**src/rtl/fft_burst_if.sv**
```systemverilog
// Handshake bundle between the FFT burst controller and its sample source,
// input buffer, compute core and output stage.
interface fft_burst_if #(
  parameter int unsigned ADDR_WIDTH = 9
) ();
  logic                  s_axi_valid;
  logic                  s_axi_last;
  logic                  s_axi_ready;
  logic                  wr_en;
  logic [ADDR_WIDTH-1:0] wr_addr;
  logic                  core_start;
  logic                  core_inverse;
  logic                  core_done;
  logic                  out_start;
  logic                  out_done;

  // Controller side
  modport master (
    input  s_axi_valid, s_axi_last, core_done, out_done,
    output s_axi_ready, wr_en, wr_addr, core_start, core_inverse, out_start
  );

  // Environment side (source, buffer, core, output stage)
  modport slave (
    output s_axi_valid, s_axi_last, core_done, out_done,
    input  s_axi_ready, wr_en, wr_addr, core_start, core_inverse, out_start
  );
endinterface

```
**src/rtl/fft_burst_ctrl.sv**
```systemverilog
// Burst sequencer for an FFT engine: loads N samples into the input buffer,
// kicks the compute core, then hands the result to the output stage.
module fft_burst_ctrl #(
  parameter int unsigned ADDR_WIDTH = 9,
  parameter int unsigned MIN_POINTS = 8
) (
  input  logic                  clk,
  input  logic                  rst_n,
  input  logic                  enable,
  input  logic                  soft_abort,
  input  logic [ADDR_WIDTH:0]   cfg_points,
  input  logic                  cfg_inverse,
  fft_burst_if.master           bus,
  output logic                  busy,
  output logic                  err_len,
  output logic [15:0]           burst_cnt
);

  localparam int unsigned CNT_W = ADDR_WIDTH + 1;
  localparam logic [CNT_W-1:0] MIN_LEN    = CNT_W'(MIN_POINTS);
  localparam logic [CNT_W-1:0] MAX_POINTS = CNT_W'(2 ** ADDR_WIDTH);

  typedef enum logic [1:0] {IDLE, LOAD, COMPUTE, DRAIN} state_e;

  state_e           state_q, state_d;
  logic [CNT_W-1:0] len_q, len_d;
  logic [CNT_W-1:0] beat_q, beat_d;
  logic             inv_q, inv_d;
  logic             err_q, err_d;
  logic             core_start_q, core_start_d;
  logic             out_start_q, out_start_d;
  logic             busy_q, busy_d;
  logic [15:0]      burst_cnt_q, burst_cnt_d;

  logic             cfg_legal_c;
  logic             accept_c;
  logic             final_beat_c;

  // Legal lengths are powers of two within [MIN_POINTS, 2^ADDR_WIDTH]
  always_comb begin
    cfg_legal_c = (cfg_points >= MIN_LEN) && (cfg_points <= MAX_POINTS) &&
                  ((cfg_points & (cfg_points - CNT_W'(1))) == '0);
  end

  assign accept_c     = (state_q == LOAD) && bus.s_axi_valid;
  assign final_beat_c = (beat_q == (len_q - CNT_W'(1)));

  always_comb begin
    state_d      = state_q;
    len_d        = len_q;
    beat_d       = beat_q;
    inv_d        = inv_q;
    err_d        = err_q;
    core_start_d = 1'b0;
    out_start_d  = 1'b0;
    burst_cnt_d  = burst_cnt_q;

    case (state_q)
      IDLE: begin
        if (enable) begin
          len_d = cfg_points;
          inv_d = cfg_inverse;
          if (cfg_legal_c) begin
            err_d   = 1'b0;
            beat_d  = '0;
            state_d = LOAD;
          end else begin
            err_d = 1'b1;
          end
        end
      end
      LOAD: begin
        if (accept_c) begin
          beat_d = beat_q + CNT_W'(1);
          if (final_beat_c) begin
            state_d      = COMPUTE;
            core_start_d = 1'b1;
            if (!bus.s_axi_last) err_d = 1'b1;
          end else if (bus.s_axi_last) begin
            err_d   = 1'b1;
            state_d = IDLE;
          end
        end
      end
      COMPUTE: begin
        if (bus.core_done) begin
          state_d     = DRAIN;
          out_start_d = 1'b1;
        end
      end
      DRAIN: begin
        if (bus.out_done) begin
          burst_cnt_d = burst_cnt_q + 16'd1;
          state_d     = IDLE;
        end
      end
      default: state_d = IDLE;
    endcase

    // Abort overrides everything but keeps status and latched config
    if (soft_abort) begin
      state_d      = IDLE;
      beat_d       = '0;
      len_d        = len_q;
      inv_d        = inv_q;
      err_d        = err_q;
      core_start_d = 1'b0;
      out_start_d  = 1'b0;
      burst_cnt_d  = burst_cnt_q;
    end

    busy_d = (state_d != IDLE);
  end

  always_ff @(posedge clk or negedge rst_n) begin
    if (!rst_n) begin
      state_q      <= IDLE;
      len_q        <= '0;
      beat_q       <= '0;
      inv_q        <= 1'b0;
      err_q        <= 1'b0;
      core_start_q <= 1'b0;
      out_start_q  <= 1'b0;
      busy_q       <= 1'b0;
      burst_cnt_q  <= '0;
    end else begin
      state_q      <= state_d;
      len_q        <= len_d;
      beat_q       <= beat_d;
      inv_q        <= inv_d;
      err_q        <= err_d;
      core_start_q <= core_start_d;
      out_start_q  <= out_start_d;
      busy_q       <= busy_d;
      burst_cnt_q  <= burst_cnt_d;
    end
  end

  // Ready and write strobe decode the LOAD state so a beat lands the same cycle
  assign bus.s_axi_ready  = (state_q == LOAD);
  assign bus.wr_en        = accept_c;
  assign bus.wr_addr      = beat_q[ADDR_WIDTH-1:0];
  assign bus.core_start   = core_start_q;
  assign bus.core_inverse = inv_q;
  assign bus.out_start    = out_start_q;

  assign busy      = busy_q;
  assign err_len   = err_q;
  assign burst_cnt = burst_cnt_q;

endmodule

```
**src/flat_wrapper.sv**
```systemverilog
// flat-port wrapper written by rule: the top's interface ports become plain ports
module fft_burst_ctrl_flat 
#(
  parameter int unsigned ADDR_WIDTH = 9,
  parameter int unsigned MIN_POINTS = 8
)
  (clk, rst_n, enable, soft_abort, cfg_points, cfg_inverse, busy, err_len, burst_cnt, bus_s_axi_valid, bus_s_axi_last, bus_core_done, bus_out_done, bus_s_axi_ready, bus_wr_en, bus_wr_addr, bus_core_start, bus_core_inverse, bus_out_start);
  fft_burst_if #(.ADDR_WIDTH(ADDR_WIDTH)) bus_i ();
  input  logic clk;
  input  logic rst_n;
  input  logic enable;
  input  logic soft_abort;
  input  logic [ADDR_WIDTH:0] cfg_points;
  input  logic cfg_inverse;
  output logic busy;
  output logic err_len;
  output logic [15:0] burst_cnt;
  input wire logic [$bits(bus_i.s_axi_valid)-1:0] bus_s_axi_valid;
  input wire logic [$bits(bus_i.s_axi_last)-1:0] bus_s_axi_last;
  input wire logic [$bits(bus_i.core_done)-1:0] bus_core_done;
  input wire logic [$bits(bus_i.out_done)-1:0] bus_out_done;
  output wire logic [$bits(bus_i.s_axi_ready)-1:0] bus_s_axi_ready;
  output wire logic [$bits(bus_i.wr_en)-1:0] bus_wr_en;
  output wire logic [$bits(bus_i.wr_addr)-1:0] bus_wr_addr;
  output wire logic [$bits(bus_i.core_start)-1:0] bus_core_start;
  output wire logic [$bits(bus_i.core_inverse)-1:0] bus_core_inverse;
  output wire logic [$bits(bus_i.out_start)-1:0] bus_out_start;
  assign bus_i.s_axi_valid = bus_s_axi_valid;
  assign bus_i.s_axi_last = bus_s_axi_last;
  assign bus_i.core_done = bus_core_done;
  assign bus_i.out_done = bus_out_done;
  assign bus_s_axi_ready = bus_i.s_axi_ready;
  assign bus_wr_en = bus_i.wr_en;
  assign bus_wr_addr = bus_i.wr_addr;
  assign bus_core_start = bus_i.core_start;
  assign bus_core_inverse = bus_i.core_inverse;
  assign bus_out_start = bus_i.out_start;
  fft_burst_ctrl #(.ADDR_WIDTH(ADDR_WIDTH), .MIN_POINTS(MIN_POINTS)) u_core (.clk(clk), .rst_n(rst_n), .enable(enable), .soft_abort(soft_abort), .cfg_points(cfg_points), .cfg_inverse(cfg_inverse), .bus(bus_i), .busy(busy), .err_len(err_len), .burst_cnt(burst_cnt));
endmodule
```
**config.mk**
```make
export PLATFORM = sky130hd
export DESIGN_NAME = fft_burst_ctrl_flat
export DESIGN_NICKNAME = d
export VERILOG_FILES = /design/src/rtl/fft_burst_if.sv /design/src/rtl/fft_burst_ctrl.sv /design/src/flat_wrapper.sv
export SDC_FILE = /design/constraint.sdc
export NUM_CORES = 1
export LEC_CHECK = 0
export BUFFER_PORTS_ARGS = -buffer_cell sky130_fd_sc_hd__buf_2
export CORE_MARGIN = 2
export CORE_UTILIZATION = 54
export CTS_CLUSTER_SIZE = 14
export DETAILED_ROUTE_END_ITERATION = 6
export PLACE_DENSITY = 0.79
export SLEW_MARGIN = 10
export SYNTH_ARGS = -nofsm -noshare
export SYNTH_HDL_FRONTEND = slang
export SYNTH_SLANG_ARGS = --single-unit
```
**constraint.sdc**
```tcl
create_clock -name clk -period 2.3 [get_ports clk]
set_input_delay 0 -clock clk [delete_from_list [all_inputs] [get_ports clk]]
set_output_delay 0 -clock clk [all_outputs]
set_load 0.005 [all_outputs]
```
======== Word-level counts from Yosys, hierarchy flattened ========
Index checks and enable logic that the tools add are counted.
W data, S select, Z words.
cells by class
  order comparisons ....................... 2
  mux-type cells .......................... 28
  reductions and logical operators ........ 12
  add/sub/neg operators ................... 4
  bitwise operators ....................... 2
  equal/unequal tests ..................... 11
operator list
  cell                     count
  $mux W10                 4
  $pmux W10 S2             1
  $sub A10 B1 Y10 const B  2
  $add A16 B1 Y16 const B  1
  $mux W2                  8
  $mux W1                  13
  $add A10 B1 Y10 const B  1
  $and A10 B10 Y10         1
  $eq A10 B10 Y1           1
  $ge A10 B4 Y1 const B    1
  $le A10 B10 Y1 const B   1
  $logic_not A10 Y1        1
  $ne A3 B2 Y1 const B     3
  $pmux W2 S4              1
  $ne A3 B3 Y1 const B     2
  $reduce_and A3 Y1        2
  $reduce_and A6 Y1        1
  $eq A2 B2 Y1 const B     2
  $reduce_and A4 Y1        1
  $reduce_bool A2 Y1       2
  $logic_and A1 B1 Y1      3
  $reduce_bool A3 Y1       1
  $eq A2 B1 Y1 const B     1
  $logic_not A2 Y1         1
  other kinds (4)          4
word-level totals
  register bits ........................... 43
  logic and storage cells ................. 68

======== Depth between registers and ports, before layout ========
Gate-level depths: netlist (run 1).
  word-level depth ........................ 9
  gate-level depth with buffers ........... 8
  depth with buffers taken out ............ 8

======== Worst setup path after synthesis (run 1) ========
No wires, ideal clock.
  kind .................................... register to register
  from .................................... reg u_core.len_q[0]
  to ...................................... reg u_core.busy_q, in the netlist u_core.busy
  arrival ................................. 1917 ps
  stages on the path, launching flop included .. 9
  buffers on the path ..................... 0
  setup slack ............................. 253 ps
  library setup time ...................... 130 ps
  period minus slack after synthesis ...... 2047 ps
  cells stage by stage .................... dfrtp_1 > inv_1 > ha_1 > nor4b_2 > a21oi_1 > nand4b_1 > nor4b_1 > or3_1 > nand4_1
on the way
  cells in the longest elaborated chain, start to end .. 7
ends and longest elaborated chain
  element                 line                   source
  from (decl)             fft_burst_ctrl.sv:26   logic [CNT_W-1:0] len_q, len_d;
  from (signal assigned)  fft_burst_ctrl.sv:128  len_q <= len_d;
  $sub A10 B1 Y10         fft_burst_ctrl.sv:46   assign final_beat_c = (beat_q == (len_q - CNT_W'(1)));
  $eq A10 B10 Y1          fft_burst_ctrl.sv:46
  $mux W2                 fft_burst_ctrl.sv:75   if (final_beat_c) begin
  $mux W2                 fft_burst_ctrl.sv:73   if (accept_c) begin
  $pmux W2 S4             fft_burst_ctrl.sv:58   case (state_q)
  $mux W2                 fft_burst_ctrl.sv:101  if (soft_abort) begin
  $reduce_bool A2 Y1      fft_burst_ctrl.sv:112  busy_d = (state_d != IDLE);
  via u_core.busy_d       fft_burst_ctrl.sv:32   logic busy_q, busy_d;
  to (signal assigned)    fft_burst_ctrl.sv:134  busy_q <= busy_d;
  to (decl)               fft_burst_ctrl.sv:32
The timed path passes the listed nets, and every way through them passes these cells.
A chain may end at the register's enable or synchronous reset.

======== Final worst setup path (run 1) ========
  from .................................... in cfg_points[3]
  to ...................................... reg u_core.err_q, in the netlist u_core.err_len
on the way
  cells in the longest elaborated chain, start to end .. 7
  elaborated cells on any way between the ends .. 10
  those cells by class .................... add/sub: 1; order compare: 2; mux: 3; bitwise: 1; reduce/logical: 3
ends and longest elaborated chain
  element                line                   source
  from (decl)            flat_wrapper.sv:13     input logic [ADDR_WIDTH:0] cfg_points;
  $sub A10 B1 Y10        fft_burst_ctrl.sv:42   ((cfg_points & (cfg_points - CNT_W'(1))) == '0);
  $and A10 B10 Y10       fft_burst_ctrl.sv:42
  $logic_not A10 Y1      fft_burst_ctrl.sv:42
  $logic_and A1 B1 Y1 *  fft_burst_ctrl.sv:41   cfg_legal_c = (cfg_points >= MIN_LEN) && (cfg_points <= MAX_POINTS) &&
  $mux W1 *              fft_burst_ctrl.sv:63   if (cfg_legal_c) begin
  $mux W1 *              fft_burst_ctrl.sv:60   if (enable) begin
  $pmux W1 S2 *          fft_burst_ctrl.sv:58
  to (signal assigned)   fft_burst_ctrl.sv:131  err_q <= err_d;
  to (decl)              fft_burst_ctrl.sv:29   logic err_q, err_d;
Every way passes the cells marked *; elsewhere a longest branch is shown, timed or not. The select of a mux whose other input is x is not followed.

==> out/qor.csv, run 1 <==
metric,value,unit
outcome,finished clean,
fmax,445,MHz
synthToLayoutAreaGrowth,23.9,%
leakagePower,1.44,nW
grt_max_degree,44,
synth_top_area_share,45.2,%
worstHoldPathType,in -> reg,
crit_path_cell_trace,dlygate4sd3_1 -> buf_2 -> or4_4 -> mux2_4 -> o21ai_4 -> a21oi_1 -> or4b_1 -> o21ai_1,
dieWidth,70.4,um
synth_ff_type,dfrtp_1,
grt_pass1_vias,1908,
finalSetupViolCount,0,
routedWlPerCell,16.2,um
yosys_register_bits,43,
vdd_drop_max,0.000359,V
synth.area.top_cells,"dfrtp_1, xnor2_1, mux2_2",
max-cap-violations,0,
synthCells,236,
core_area,0.00429,mm2
synth_edf_count,0,
vias,1987,
hpwlAfterDp,3600,um
worstSetupPathType,in -> reg,
clk_pin_slew,0.08,ns
cp_max_fo,4,
crit_path_start_kind,input pin,
routed_wirelength,5710,um
p_int,0.00112,W
drcViolationCount,0,
grt_pass1_wl,8850,um
place_congestion,0.765,
clock_path_buffers,2,
drv_slew,0,
fillers,336,
dieArea,0.00495,mm2
drt_first_pass_iters,5,
slowest_stage,or4_4,
end_kind,flop,
crit_required,2.53,ns
finalClockSkew,0.00686,ns
tightest_slew,0.939,ns
ant_nets,0,
p_comb_share,15.5,%
ys_warn_count,0,
max-slew-margin-rel,37.4,%
cts_tree,yes,
swShare,28.0,%
pwr-share-clk,31.3,%
cts-root-buf,clkbuf_8,
final-hold-violation-count,0,
syn-cell-area,0.00238,mm2
synth.distinct_cells,46,
syn-num-nets,258,
numCtsBuffers,5,
port_buffers,50,
initial_core_util,55.4,%
rsz0062_at_grt,true,
final_cell_mix,"buf_2, dfrtp_1, nand2_1",
num_rows,24,
final_common_cell,buf_2,
die_y,70.4,um
finalCritPeriodShare,97.7,%
final_net_count,321,
antenna_found_initial,0,
crit_arrival,2.48,ns
utilization,68.6,%
antenna_cells,0,
ys_seq_area_share,45.2,%
synth-async-reset-ratio,100,%
viasPerCell,5.64,
cts.htree.levels,2,
p_sw,0.000434,W
drive_gt1_share,27.0,%
cpPeakStageDelay,0.58,ns
io_pins,51,
grt_overflow,0,
fin_worst_hold_slack,0.0339,ns
clock_latency,0.31,ns
clock-sinks,43,
drtIter0Drc,156,
syn_area_per_cell,10.1,um2
track_usage,22.7,%
design_power_total,0.00155,W
layout_min_cycle_time,2.25,ns
cellPowerDensity,526,mW/mm2
seqPwrFrac,53.1,%
synth_top_area_cell,dfrtp_1,
## synth_stat cells, types with 2 or more instances
cell	n
a211o_1	2
a211oi_1	3
a21o_1	4
a21oi_1	4
a22o_1	3
a31oi_1	2
and2_1	4
and3_1	7
buf_4	10
clkbuf_1	4
dfrtp_1	43
ha_1	3
inv_1	7
mux2_2	9
mux2i_1	2
nand2_1	19
nand2b_1	4
nand3_1	13
nand3b_1	2
nand4_1	3
nand4bb_1	2
nor2_1	11
nor2b_1	4
nor3_1	7
nor3b_1	4
nor4_1	2
o21ai_0	14
or3_1	2
xnor2_1	17
xor2_1	9
## per-layer routing
layer | GRT usage, % | wire length, um
met1 | 29.5 | 2520
met2 | 36.9 | 2800
met3 | 5.48 | 264
met4 | 7.91 | 127
met5 | 0 | 0
## through the flow
stage	TNS (ns)	setup WS (ns)	instances	area, um2
2_1_floorplan	0	0.253	236	2380
3_5_place_dp	0	0.0305	327	2630
5_1_grt	-0.182	-0.0821	352	2950
6_report	0	0.0520	352	2950
3_3_place_gp	0	0.111	327	2630
4_1_cts	0	0.00266	350	2870
## what timing repair did
action	in CTS	in global routing
buffers inserted	0	1
endpoints found under the setup margin	0	12
gates resized for setup	0	12
hold buffers	15	0
hold endpoints to repair	56	0
## power by group through the flow
stage | registers (W) | logic [W] | clock network, W
after floorplan | 0.000824 | 0.000132 | 0
after global placement | 0.000832 | 0.000188 | 0
after detailed placement | 0.000833 | 0.000194 | 0
after CTS | 0.000818 | 0.000214 | 0.000498
after global routing | 0.000828 | 0.000265 | 0.000526
final | 0.000823 | 0.000241 | 0.000486
## final cells by class
type	instances	area, um2	area share [%]
Clock inverter	2	12.5	0.424
Inverter	7	26.3	0.891
Timing Repair Buffer	71	443	15.0
Clock buffer	6	72.6	2.46
Tap cell	52	65.1	2.21
Multi-Input combinational cell	171	1250	42.5
Sequential cell	43	1080	36.5
## flip-flops by register name, summed over array words and instances (netlist names)
register                 cells
u_core.beat_q               10
u_core.bus.core_start        1
u_core.burst_cnt            16
u_core.len_q                10
u_core.bus.out_start         1
u_core.err_len               1
u_core.bus.core_inverse      1
u_core.busy                  1
u_core.state_q               2
## worst max-delay path: cells and delay by family
kind	cells	cell delay (ns)
AO/OA/AOI/OAI	3	0.42
buffers and inverters	2	0.69
multiplexers	1	0.33
AND/OR/NAND/NOR	2	1.04
## cells by family after synthesis
logic type	count (synthesis)	share of synthesized area (%)
AO/OA/AOI/OAI	39	10.5
XOR/XNOR	27	10.6
adder cells (fa/ha/maj)	3	1.58
buffers and inverters	22	5.10
flip-flops	43	45.2
multiplexers	12	5.73
AND/OR/NAND/NOR	90	21.3
## path summary, 6_finish.rpt
kind	start	end	slack [ns]	cells past startpoint
max in group asynchronous	rst_n	u_core.burst_cnt[2]$_DFFE_PN0P_	1.33	2
max	cfg_points[3]	u_core.err_len$_DFFE_PN0P_	0.05	8
min reg2reg	u_core.burst_cnt[15]$_DFFE_PN0P_	u_core.burst_cnt[15]$_DFFE_PN0P_	0.48	1
min in group asynchronous	rst_n	u_core.len_q[7]$_DFFE_PN0P_	0.38	2
max reg2reg	u_core.len_q[0]$_DFFE_PN0P_	u_core.busy$_DFF_PN0_	0.08	9
min	bus_out_done	u_core.state_q[1]$_DFF_PN0_	0.03	4
Note: power is estimated with default switching activity, not from simulation.
==> run 2, diff against run 1 <==
--- a/config.mk
+++ b/config.mk
@@ -7,10 +7,13 @@
 export LEC_CHECK = 0
 export BUFFER_PORTS_ARGS = -buffer_cell sky130_fd_sc_hd__buf_2
 export CORE_MARGIN = 2
-export CORE_UTILIZATION = 54
+export CORE_UTILIZATION = 56
+export CTS_BUF_LIST = sky130_fd_sc_hd__clkbuf_8
 export CTS_CLUSTER_SIZE = 14
 export DETAILED_ROUTE_END_ITERATION = 6
-export PLACE_DENSITY = 0.79
+export PLACE_DENSITY = 0.82
+export REMOVE_ABC_BUFFERS = 1
+export SETUP_SLACK_MARGIN = 0.02
 export SLEW_MARGIN = 10
 export SYNTH_ARGS = -nofsm -noshare
 export SYNTH_HDL_FRONTEND = slang
==> out/qor.csv, run 2 (synthesized netlist as in run 1, its figures left out) <==
metric,value,unit,change
finalCritPeriodShare,96.2,%,was 97.7%
crit_required,2.53,ns,about the same
multi_input_area,0.00122,mm2,was 0.00125 mm2
rrSetupSlack,0.11,ns,was 0.08 ns
drtIter0Drc,201,,was 156
fin_worst_hold_slack,0.0443,ns,was 0.0339 ns
routedWlPerCell,15.9,um,was 16.2 um
synthToLayoutAreaGrowth,25.2,%,was 23.9%
worstSetupPathType,in -> reg,,unchanged
min_from,bus_out_done,,unchanged
antenna_found_initial,0,,unchanged
fin_setup_tns,0,ns,unchanged
dieArea,0.00479,mm2,was 0.00495 mm2
vias,1982,,was 1987
numCtsBuffers,5,,unchanged
place_congestion,0.783,,was 0.765
cts.htree.levels,2,,unchanged
layout.area.seq,0.00108,mm2,unchanged
hold_path_end,u_core.state_q[1]$_DFF_PN0_,,unchanged
dieWidth,69.2,um,was 70.4 um
grt_max_degree,44,,unchanged
cp_top_family,simple AND/OR/NAND/NOR gates,,unchanged
drv_slew,0,,unchanged
max-slew-margin-rel,37.0,%,was 37.4%
end_kind,flop,,unchanged
grtUsageMet1,30.9,%,was 29.5%
final-hold-violation-count,0,,unchanged
clock_latency,0.30,ns,was 0.31 ns
num_rows,23,,was 24
clock-sinks,43,,unchanged
final_net_count,322,,was 321
io_pins,51,,unchanged
drcViolationCount,0,,unchanged
viasPerCell,5.65,,was 5.64
min_path_cells,4,,unchanged
core_area,0.00406,mm2,was 0.00429 mm2
track_usage,23.7,%,was 22.7%
finalSetupViolCount,0,,unchanged
r2r-end,u_core.busy$_DFF_PN0_,,unchanged
layout_min_cycle_time,2.21,ns,was 2.25 ns
tightest_slew,0.944,ns,was 0.939 ns
outcome,finished clean,,unchanged
reg2reg_from,u_core.len_q[0]$_DFFE_PN0P_,,unchanged
crit_arrival,2.45,ns,was 2.48 ns
cp_max_fo,4,,unchanged
grt_pass1_wl,9330,um,was 8850 um
clock_path_buffers,2,,unchanged
cpPeakStageDelay,0.54,ns,was 0.58 ns
antenna_cells,0,,unchanged
routed_wirelength,5590,um,was 5710 um
fmax,452,MHz,was 445 MHz
dp_cells,326,,was 327
grt_overflow,0,,unchanged
worst-path-buf-inv,2,,unchanged
clk_pin_slew,0.09,ns,was 0.08 ns
fillers,281,,was 336
cts_tree,yes,,unchanged
max-cap-violations,0,,unchanged
use_met3,5.67,%,was 5.48%
crit_path_cell_trace,dlygate4sd3_1 -> buf_2 -> or4_4 -> mux2_4 -> o21ai_2 -> a21oi_1 -> or4b_1 -> o21ai_1,,was dlygate4sd3_1 -> buf_2 -> or4_4 -> mux2_4 -> o21ai_4 -> a21oi_1 -> or4b_1 -> o21ai_1
ant_nets,0,,unchanged
cellPowerDensity,597,mW/mm2,was 526 mW/mm2
gr-max-usage-layer,met2,,unchanged
met2_usage,38.5,%,was 36.9%
final_cell_mix,"buf_2, dfrtp_1, nand2_1",,unchanged
final_common_cell,buf_2,,unchanged
utilization,73.4,%,was 68.6%
drive_gt1_share,27.6,%,was 27.0%
leakagePower,1.47,nW,was 1.44 nW
initial_core_util,58.6,%,was 55.4%
grt_pass1_vias,2027,,was 1908
worstHoldPathType,in -> reg,,unchanged
r2r_cells,9,,unchanged
critPathLaunch,cfg_points[7],,was cfg_points[3]
port_buffers,50,,unchanged
vdd_drop_max,0.000524,V,was 0.000359 V
drt_first_pass_iters,4,,was 5
crit_path_start_kind,input pin,,unchanged
hpwlAfterDp,3590,um,was 3600 um
finalClockSkew,0.0118,ns,was 0.00686 ns
fin_cells,351,,was 352
slowest_stage,dlygate4sd3_1,,was or4_4
die_y,69.2,um,was 70.4 um
cts-root-buf,clkbuf_8,,unchanged
rsz0062_at_grt,true,,unchanged
largest_register_ffs,16,,unchanged
run 2: metrics by stage:
step	setup WS, ns	power (W)	cell area, um2
3_3_place_gp	0.163	0.00102	2640
6_report	0.0865	0.00178	2980
2_1_floorplan	0.187	0.000953	2280
3_5_place_dp	0.0260	0.00103	2640
5_1_grt	0.0218	0.00185	2980
4_1_cts	0.0272	0.00175	2930
run 2: repair_timing:
item / 4_1_cts / 5_1_grt
pin swaps: 0 / 2
hold buffers: 15 / 0
setup endpoints to repair: 3 / 12
setup buffers: 0 / 2
hold endpoints to repair: 56 / 0
resized for setup: 1 / 7
cloned: 0 / 0
run 2: how the worst max path moves through the flow:
stage	to	cells past startpoint
floorplan	u_core.beat_q[5]$_DFFE_PN0P_	6
global placement	u_core.busy$_DFF_PN0_	9
detailed placement	u_core.busy$_DFF_PN0_	9
CTS	u_core.beat_q[6]$_DFFE_PN0P_	9
global route	u_core.beat_q[6]$_DFFE_PN0P_	9
finish	u_core.err_len$_DFFE_PN0P_	8
run 2: area by class of cell:
| class | instances | area share [%] |
|---|---|---|
| clock inverters | 3 | 2.27 |
| multi-input cells | 171 | 41.1 |
| well taps | 50 | 2.10 |
| inverters | 7 | 0.882 |
| repair buffers | 72 | 15.2 |
| flip-flops and latches | 43 | 36.1 |
| clock buffers | 5 | 2.31 |
run 2: routing by layer:
layer  share of wire, %  vias to the layer above  routed length [um]
met5                  0                        -                   0
met1                 45                      940                2510
met2                 48                       68                2660
li1                   -                      958                   -
met3                4.7                       16                 265
met4                2.7                        0                 150
run 2: tightest hold or removal path: cells and delay by family:
kind | cells | cell delay (ns)
buf+inv | 1 | 0.10
simple gates | 3 | 0.21
run 2: report_power, final:
group | leakage (nW) | switching [W] | internal, W
Sequential | 0.573 | 0.0000393 | 0.000783
Clock | 0.0644 | 0.000278 | 0.000433
Combinational | 0.836 | 0.000120 | 0.000126
